### config.mk
export PLATFORM = sky130hd
export DESIGN_NAME = mmio_responder
export DESIGN_NICKNAME = d
export VERILOG_FILES = /design/src/rtl/mmio_responder.sv
export SDC_FILE = /design/constraint.sdc
export NUM_CORES = 1
export LEC_CHECK = 0
export CAP_MARGIN = 10
export CORE_MARGIN = 1.5
export CORE_UTILIZATION = 45
export CTS_CLUSTER_SIZE = 8
export DETAILED_ROUTE_END_ITERATION = 8
export GPL_TIMING_DRIVEN = 0
export PLACE_DENSITY_LB_ADDON = 0.12
export SLEW_MARGIN = 20
export SYNTH_ARGS = -nofsm -noshare
export SYNTH_HDL_FRONTEND = slang
export SYNTH_SLANG_ARGS = --single-unit
### constraint.sdc
create_clock -name clk -period 2.9 [get_ports clk]
set_clock_uncertainty 0.15 [all_clocks]
set_input_delay 0.29 -clock clk [delete_from_list [all_inputs] [get_ports clk]]
set_output_delay 0.29 -clock clk [all_outputs]
set_load 0.1 [all_outputs]
### src/rtl/mmio_responder.sv
// Uncached I/O target: scratch registers, 64-bit timer with compare interrupt,
// and a byte TX FIFO drained to a serial transmitter. One request in flight.
module mmio_responder #(
  parameter int         TX_DEPTH   = 4,
  parameter logic [9:0] REGION_TAG = 10'h1
) (
  input  logic        clk,
  input  logic        rst_n,
  input  logic        req_valid,
  output logic        req_ready,
  input  logic [31:0] req_addr,
  input  logic        req_write,
  input  logic [31:0] req_wdata,
  input  logic [3:0]  req_wstrb,
  output logic        resp_valid,
  input  logic        resp_ready,
  output logic [31:0] resp_rdata,
  output logic        resp_err,
  output logic        timer_irq,
  output logic        tx_valid,
  input  logic        tx_ready,
  output logic [7:0]  tx_data
);

  localparam int PW = (TX_DEPTH > 1) ? $clog2(TX_DEPTH) : 1;
  localparam logic [PW:0] FULL_LEVEL = (PW+1)'(TX_DEPTH);

  // Handshake: a channel transfers on a rising edge where its valid and ready
  // are both high; a response, once valid, holds rdata/err stable until taken.
  typedef enum logic {IDLE = 1'b0, RESP = 1'b1} state_t;
  state_t state_q, state_d;

  logic [63:0] timer_q, cmp_q;
  logic [31:0] scratch0_q, scratch1_q, shadow_q;
  logic [31:0] rdata_q, rdata_d;
  logic        err_q, err_d, irq_q;
  logic [7:0]  fifo_q [TX_DEPTH];
  logic [PW-1:0] wr_ptr_q, rd_ptr_q;
  logic [PW:0] count_q;
  logic        accept, fifo_full, do_push, do_pop;
  logic        wr_s0, wr_s1, wr_clo, wr_chi, rd_tlo, clr_irq, push;
  logic [21:0] offset;

  function automatic logic [31:0] merge(input logic [31:0] old, input logic [31:0] wd,
                                        input logic [3:0] st);
    logic [31:0] r;
    for (int b = 0; b < 4; b++) r[8*b +: 8] = st[b] ? wd[8*b +: 8] : old[8*b +: 8];
    return r;
  endfunction

  always_ff @(posedge clk or negedge rst_n) begin
    if (!rst_n) state_q <= IDLE;
    else        state_q <= state_d;
  end

  always_comb begin
    state_d    = state_q;
    req_ready  = 1'b0;
    resp_valid = 1'b0;
    unique case (state_q)
      IDLE: begin
        req_ready = 1'b1;
        if (req_valid) state_d = RESP;
      end
      RESP: begin
        resp_valid = 1'b1;
        if (resp_ready) state_d = IDLE;
      end
      default: state_d = IDLE;
    endcase
  end

  assign accept    = req_valid & req_ready;
  assign offset    = req_addr[21:0];
  assign fifo_full = (count_q == FULL_LEVEL);

  // Side-effect flags are raised only for legal accesses, so an error never
  // touches state.
  always_comb begin
    rdata_d = '0;
    err_d   = 1'b0;
    wr_s0   = 1'b0;
    wr_s1   = 1'b0;
    wr_clo  = 1'b0;
    wr_chi  = 1'b0;
    rd_tlo  = 1'b0;
    clr_irq = 1'b0;
    push    = 1'b0;
    if (req_addr[31:22] != REGION_TAG || req_addr[1:0] != 2'b00) begin
      err_d = 1'b1;
    end else begin
      case (offset)
        22'h00: if (req_write) wr_s0 = 1'b1; else rdata_d = scratch0_q;
        22'h04: if (req_write) wr_s1 = 1'b1; else rdata_d = scratch1_q;
        22'h08: begin
          if (req_write) err_d = 1'b1;
          else begin
            rdata_d = timer_q[31:0];
            rd_tlo  = 1'b1;
          end
        end
        22'h0C: if (req_write) err_d = 1'b1; else rdata_d = shadow_q;
        22'h10: if (req_write) wr_clo = 1'b1; else rdata_d = cmp_q[31:0];
        22'h14: if (req_write) wr_chi = 1'b1; else rdata_d = cmp_q[63:32];
        22'h18: begin
          if (req_write) clr_irq = req_wstrb[0] & req_wdata[0];
          else           rdata_d = {31'b0, irq_q};
        end
        22'h1C: begin
          // Fullness is judged before any same-cycle pop frees a slot.
          if (req_write) begin
            if (fifo_full && req_wstrb != 4'b0000) err_d = 1'b1;
            else                                   push  = req_wstrb[0];
          end
        end
        22'h20: if (req_write) err_d = 1'b1; else rdata_d = 32'(count_q);
        default: err_d = 1'b1;
      endcase
    end
  end

  always_ff @(posedge clk or negedge rst_n) begin
    if (!rst_n) begin
      rdata_q <= '0;
      err_q   <= 1'b0;
    end else if (accept) begin
      rdata_q <= rdata_d;
      err_q   <= err_d;
    end
  end

  assign resp_rdata = rdata_q;
  assign resp_err   = err_q;

  always_ff @(posedge clk or negedge rst_n) begin
    if (!rst_n) begin
      scratch0_q <= '0;
      scratch1_q <= '0;
      shadow_q   <= '0;
      cmp_q      <= '1;
    end else if (accept) begin
      if (wr_s0)  scratch0_q    <= merge(scratch0_q, req_wdata, req_wstrb);
      if (wr_s1)  scratch1_q    <= merge(scratch1_q, req_wdata, req_wstrb);
      if (wr_clo) cmp_q[31:0]   <= merge(cmp_q[31:0], req_wdata, req_wstrb);
      if (wr_chi) cmp_q[63:32]  <= merge(cmp_q[63:32], req_wdata, req_wstrb);
      if (rd_tlo) shadow_q      <= timer_q[63:32];
    end
  end

  // A compare hit on the same edge as a W1C keeps the interrupt pending.
  always_ff @(posedge clk or negedge rst_n) begin
    if (!rst_n) begin
      timer_q <= '0;
      irq_q   <= 1'b0;
    end else begin
      timer_q <= timer_q + 64'd1;
      if (timer_q == cmp_q)          irq_q <= 1'b1;
      else if (accept && clr_irq)    irq_q <= 1'b0;
    end
  end

  assign timer_irq = irq_q;

  assign do_push  = accept & push;
  assign do_pop   = tx_valid & tx_ready;
  assign tx_valid = (count_q != '0);
  assign tx_data  = tx_valid ? fifo_q[rd_ptr_q] : 8'h00;

  always_ff @(posedge clk or negedge rst_n) begin
    if (!rst_n) begin
      wr_ptr_q <= '0;
      rd_ptr_q <= '0;
      count_q  <= '0;
      for (int i = 0; i < TX_DEPTH; i++) fifo_q[i] <= '0;
    end else begin
      if (do_push) begin
        fifo_q[wr_ptr_q] <= req_wdata[7:0];
        wr_ptr_q         <= wr_ptr_q + 1'b1;
      end
      if (do_pop) rd_ptr_q <= rd_ptr_q + 1'b1;
      case ({do_push, do_pop})
        2'b10:   count_q <= count_q + 1'b1;
        2'b01:   count_q <= count_q - 1'b1;
        default: count_q <= count_q;
      endcase
    end
  end

endmodule
-- Yosys cells after proc, flatten, opt, wreduce, memory -nomap -nowiden
Cells that the tools add are included.
Widths: inputs -> output; s select.
- register bits after elaboration: 298
- RAM bits: 0
- logic and storage cells: 134
- output and inout bits: 45
- bits of input ports: 74
- latch bits: 0
- memories: 0
- ROM bits: 0
- shifts and indexed selects: 0
- equal/unequal tests: 13
- mux-type cells: 48
- divide/modulo/power cells: 0
- add/sub/neg operators: 5
- reduce and logical (&&, ||, !) cells: 29
- bitwise logic cells: 7
- order comparisons: 3
- multipliers: 0
- operators by type and width (operator ; count):
    $pmux 32 s8 ; 1
    $mux 32 ; 7
    $eq 22x5->1 const B ; 4
    $add 64x1->64 const B ; 1
    $eq 64x64->1 ; 1
    $reduce_and 3->1 ; 16
    $eq 22x4->1 const B ; 2
    $bwmux 32 ; 1
    $mux 8 ; 4
    $mux 1 ; 29
    $eq 22x3->1 const B ; 1
    $eq 22x6->1 const B ; 1
    $logic_not 22->1 ; 1
    $bmux 8 s2 ; 1
    $demux 8 s2 ; 1
    $ne 10x1->1 const B ; 1
    $ge 3x3->1 const B ; 2
    $not 2->3 ; 2
    $pmux 3 s2 ; 1
    $reduce_bool 2->1 ; 3
    $reduce_or 5->1 ; 1
    $add 2x1->2 const B ; 2
    $and 1x1->1 ; 4
    $reduce_bool 4->1 ; 1
    other kinds (15) ; 17

-- Longest topological paths before layout
- depth after elaboration: 9
- mapped depth: 11
- gate-level depth less buffers: 10

-- Least setup slack after synthesis
Ideal clock, no wire load.
- kind: register -> register
- start: reg count_q[0]
- end: reg count_q[2]
- data required time: 2.671 ns
- data arrival time: 2.728 ns
- buffers on the path: 1
- path slack: -0.057 ns
- stages on the path, launching flop included: 10
- setup time: 0.079 ns
- clock period less this slack: 2.957 ns
- path through: dfrtp_1 > or3_1 > clkbuf_1 > and2_1 > ha_1 > inv_1 > fa_1 > xor2_1 > nor2_1 > xor2_1
- elaborated cells between the ends (all ways): 15
- those cells by class: 2 x add/sub; 3 x eq/ne; 5 x mux; 2 x bitwise; 3 x reduce/logical
- RTL lines (element ; line ; RTL):
    start: declaration ; 39 ; logic [PW:0] count_q;
    start signal: assignment ; 182 ; 2'b10: count_q <= count_q + 1'b1;
    start signal: assignment ; 183 ; 2'b01: count_q <= count_q - 1'b1;
    start signal: assignment ; 184 ; default: count_q <= count_q;
    $reduce_bool 3->1 * ; 166 ; assign tx_valid = (count_q != '0);
    named net tx_valid ; 20 ; output logic tx_valid,
    $and 1x1->1 * ; 165 ; assign do_pop = tx_valid & tx_ready;
    named net do_pop ; 40 ; logic accept, fifo_full, do_push, do_pop;
    $eq 2x1->1 or $eq 2x2->1 (tied branches) ; 181 ; case ({do_push, do_pop})
    $pmux 3 s2 or $reduce_bool 2->1 (tied branches) ; -- ;
The timed path passes the listed nets; every way through them passes the cells marked *.
A chain may end at the register's enable or synchronous reset.

-- Worst setup path after layout
- start: reg timer_q[2]
- end: reg timer_q[59]
- word-level cells in the longest chain between the ends: 1
- RTL lines (element ; line ; RTL):
    start: declaration ; 33 ; logic [63:0] timer_q, cmp_q;
    start signal: assignment ; 156 ; timer_q <= timer_q + 64'd1;
    $add 64x1->64 ; 156 ;
No other way between the ends.

==> results.toml <==
[status]
run_status = "completed"

[worst_setup_path]
timing.critical_path.max_delay_family = "simple AND/OR/NAND/NOR gates"
worstPathRequired_ns = 3.21
cp.arrival_ns = 3.08
crit_path_class = "reg -> reg"
worst-path-max-fanout = 10
critPathMaxStageDelay_ns = 0.61
worstPathCellList = "clkbuf_1, nand4_1, nor4_4, nand3_1, buf_2, nor4_1, xnor2_1"
worstSetupEndpointType = "flop"
critPathSlowestCell = "sky130_fd_sc_hd__nor4_4"
critPathBufInv = 2
cp-start-kind = "flop"

[placed_design]
numPortBuffers = 116
dpl-instance-area_um2 = 16100
hpwlAfterDp_um = 27000
weighted_congestion_reported_at_the_end_of_routability_driven_placement = 0.848

[timing]
setup_violations = 0
final_max_slew_viol_count = 0
timing_hold_violations_final = 0
rsz0062_at_grt = "false"
relSlewSlack = 0.332
fmax_ghz = 0.360
min_period_over_period = 0.958
worst_pin_slew_ns = 1.00
min_period_ns = 2.78
fin_setup_tns_ns = 0

[detailed_routing]
route.detailed.drc = 0
initialDrtViolationCount = 657
detail_route.wirelength_um = 37800
routed_via_density = 5.62
route.detailed.wl_per_inst_um = 21.6
detailedRoute.firstPassIterationCount = 7
drt.antenna.violating_nets = 0
vias_after_detailed_routing = 9824

[clock_tree]
cts_tree = "yes"
clock_latency_ns = 0.53
cts_root_buffer = "sky130_fd_sc_hd__clkbuf_16"
tritoncts.num_buffers = 43
clkSlewWorstSetupHoldPaths_ns = 0.06
tritoncts_num_sinks = 298
max_root_sink_buffers = 3
clock_tree.htree_level_count = 2

[logic_synthesis]
postSynthAreaPerCell_um2 = 12.5
postSynth.asyncResetShare = 1.00
ys_seq_area_frac = 0.527
post-synth-top-area-fraction = 0.409
synth_nets = 1230
synthFlopType = "sky130_fd_sc_hd__dfrtp_1"
yosysWarningCount = 0
post_synth_instance_area_um2 = 14300
synth_seq_cells = 298
synth.lib_cells_used.distinct = 49
top_area_cells_in_the_synthesized_netlist = "sky130_fd_sc_hd__dfrtp_1 41%, sky130_fd_sc_hd__mux2_2 15%, sky130_fd_sc_hd__dfstp_2 12%, sky130_fd_sc_hd__xor2_1 6.3%, sky130_fd_sc_hd__mux2i_1 4.7%"
synth_top_cell_by_area = "sky130_fd_sc_hd__dfrtp_1"
synth-edff-count = 0
syn_inst = 1149

[die]
placeableCoreArea_um2 = 31400
die_x_um = 181
design.portCount = 119
initial_standard_cell_utilization_of_the_core = 0.456
fp.dieArea_um2 = 32900
std_cell_rows = 65
die_height_um = 181

[grt]
grt-ovfl-total = 0
grt_usage = 0.235
grt_start_max_net_pins = 98
initial_antenna_violation_count = 0
global_route_wire_length_before_repair_um = 59700
via_count_of_the_first_global_routing_pass = 10100

[power_and_ir_drop]
power.combinational.fraction = 0.066
p_per_area_nw_per_um2 = 554
p_total_mw = 9.61
vdd.ir_drop.worst_mv = 0.509
cellLeakagePower_nw = 8.19
clockPowerShare = 0.485
power_frac_seq = 0.449
power.net_switching_mw = 2.32
switching_share = 0.242
internal_power_mw = 7.29

[cells_and_area]
final_cell_area_um2 = 17300
layout.nets = 1395
post_route_cells_drive_above_1_share = 0.275
insertedDiodeCount = 0
syn2layout_area_growth_pct = 21.2

[run]
cap_violations = 0

[min_path]
min_path_type = "in -> async"
==> layout by cell type (no fill, tap or decap), drive strengths merged, types with 2 or more instances in the layout <==
| master | count |
|---|---|
| a211oi | 2 |
| a21oi | 5 |
| a221oi | 29 |
| and2 | 11 |
| and3 | 13 |
| and4 | 4 |
| buf | 36 |
| clkbuf | 105 |
| clkdlybuf4s15 | 8 |
| clkdlybuf4s50 | 106 |
| clkinv | 2 |
| dfrtp | 234 |
| dfstp | 64 |
| ha | 6 |
| inv | 23 |
| mux2 | 194 |
| mux2i | 67 |
| mux4 | 8 |
| nand2 | 68 |
| nand2b | 3 |
| nand3 | 33 |
| nand4 | 17 |
| nor2 | 25 |
| nor2b | 2 |
| nor3 | 29 |
| nor4 | 39 |
| nor4b | 2 |
| o21ai | 34 |
| o22ai | 31 |
| or2 | 3 |
| or3 | 2 |
| xnor2 | 29 |
| xor2 | 103 |
==> stage by stage <==
stage                     setup slack, ns  hold WS (ns)   util  std cells
after floorplan                     0.184        -0.156      -       1149
after global placement             -11.71         0.316  0.509       1667
after detailed placement           -0.384       -0.0114  0.512       1670
after CTS                          0.0526        0.0377  0.552       1747
after global routing               0.0334        0.0466  0.552       1748
final                               0.122        0.0395  0.552       1748
==> timing repair <==
item                                   4_1_cts  5_1_grt
gates resized for setup                     26        0
setup endpoints to repair                    9        8
pin swaps                                    0        1
hold buffers                                 1        0
endpoints found under the hold margin      155        0
buffers inserted                             0        2
==> worst reg2reg max path, cell delays in order (launching register included) <==
cell	delay, ns
sky130_fd_sc_hd__dfrtp_1	0.32
sky130_fd_sc_hd__clkbuf_1	0.30
sky130_fd_sc_hd__nand4_1	0.29
sky130_fd_sc_hd__nor4_4	0.61
sky130_fd_sc_hd__nand3_1	0.21
sky130_fd_sc_hd__buf_2	0.29
sky130_fd_sc_hd__nor4_1	0.36
sky130_fd_sc_hd__xnor2_1	0.16
==> power groups by stage <==
stage / combinational [mW] / sequential (mW) / clock, mW
after CTS: 0.682 / 4.29 / 4.76
after global routing: 0.698 / 4.33 / 4.94
after detailed placement: 0.729 / 4.31 / 0
after global placement: 0.710 / 4.31 / 0
after floorplan: 0.366 / 4.31 / 0
final: 0.639 / 4.31 / 4.66
==> worst paths after layout <==
path                       slack (ns)  cells past startpoint                    endpoint                  startpoint
min                              0.04                      2  resp_rdata[28]$_DFFE_PN0P_                       rst_n
min in group clk                 0.18                      2           state_q$_DFF_PN0_                  resp_ready
min reg2reg                      0.33                      2  resp_rdata[20]$_DFFE_PN0P_  resp_rdata[20]$_DFFE_PN0P_
max reg2reg                      0.12                      7       timer_q[59]$_DFF_PN0_        timer_q[2]$_DFF_PN0_
max                              0.12                      7       timer_q[59]$_DFF_PN0_        timer_q[2]$_DFF_PN0_
max in group asynchronous        1.38                      4       cmp_q[10]$_DFFE_PN1P_                       rst_n
==> area by class of cell <==
type / count / area [um^2]
Fill cell: 2689 / 14000
Sequential cell: 298 / 7540
Multi-Input combinational cell: 766 / 6390
Timing Repair Buffer: 122 / 1280
Clock buffer: 74 / 1210
Tap cell: 402 / 503
Buffer: 61 / 303
Inverter: 22 / 82.6
Clock inverter: 3 / 33.8
==> layer usage <==
| metal | GRT usage | part of all wire |
|---|---|---|
| met5 | 0 | 0 |
| met4 | 0.0590 | 0.020 |
| met3 | 0.0304 | 0.043 |
| met2 | 0.380 | 0.47 |
| met1 | 0.336 | 0.47 |
==> synth_stat cells (22+ instances only) <==
cell type / number
sky130_fd_sc_hd__dfrtp_1: 234
sky130_fd_sc_hd__dfstp_2: 64
sky130_fd_sc_hd__a221oi_1: 29
sky130_fd_sc_hd__xor2_1: 103
sky130_fd_sc_hd__nand2_1: 68
sky130_fd_sc_hd__mux2_2: 191
sky130_fd_sc_hd__inv_1: 22
sky130_fd_sc_hd__mux2i_1: 67
sky130_fd_sc_hd__nor3_1: 27
sky130_fd_sc_hd__nand3_1: 28
sky130_fd_sc_hd__xnor2_1: 29
sky130_fd_sc_hd__o22ai_1: 31
sky130_fd_sc_hd__nor2_1: 25
sky130_fd_sc_hd__nor4_1: 35
sky130_fd_sc_hd__clkbuf_1: 30
==> state kept, by name, summed over array words and instances (netlist names), 2 cells and up <==
register / cells
cmp_q: 64
count_q: 3
fifo_q: 32
rd_ptr_q: 2
resp_rdata: 32
scratch0_q: 32
scratch1_q: 32
shadow_q: 32
timer_q: 64
wr_ptr_q: 2
==> kinds of logic after synthesis <==
kind of cell | synth area share
DFF | 0.527
muxes | 0.212
and+or+nand+nor | 0.0979
xor gates and xnor gates | 0.0808
AOI/OAI and AO/OA | 0.0484
buffers and inverters | 0.0274
adders and majority gates | 0.00665
(Power assumes the default switching activity.)
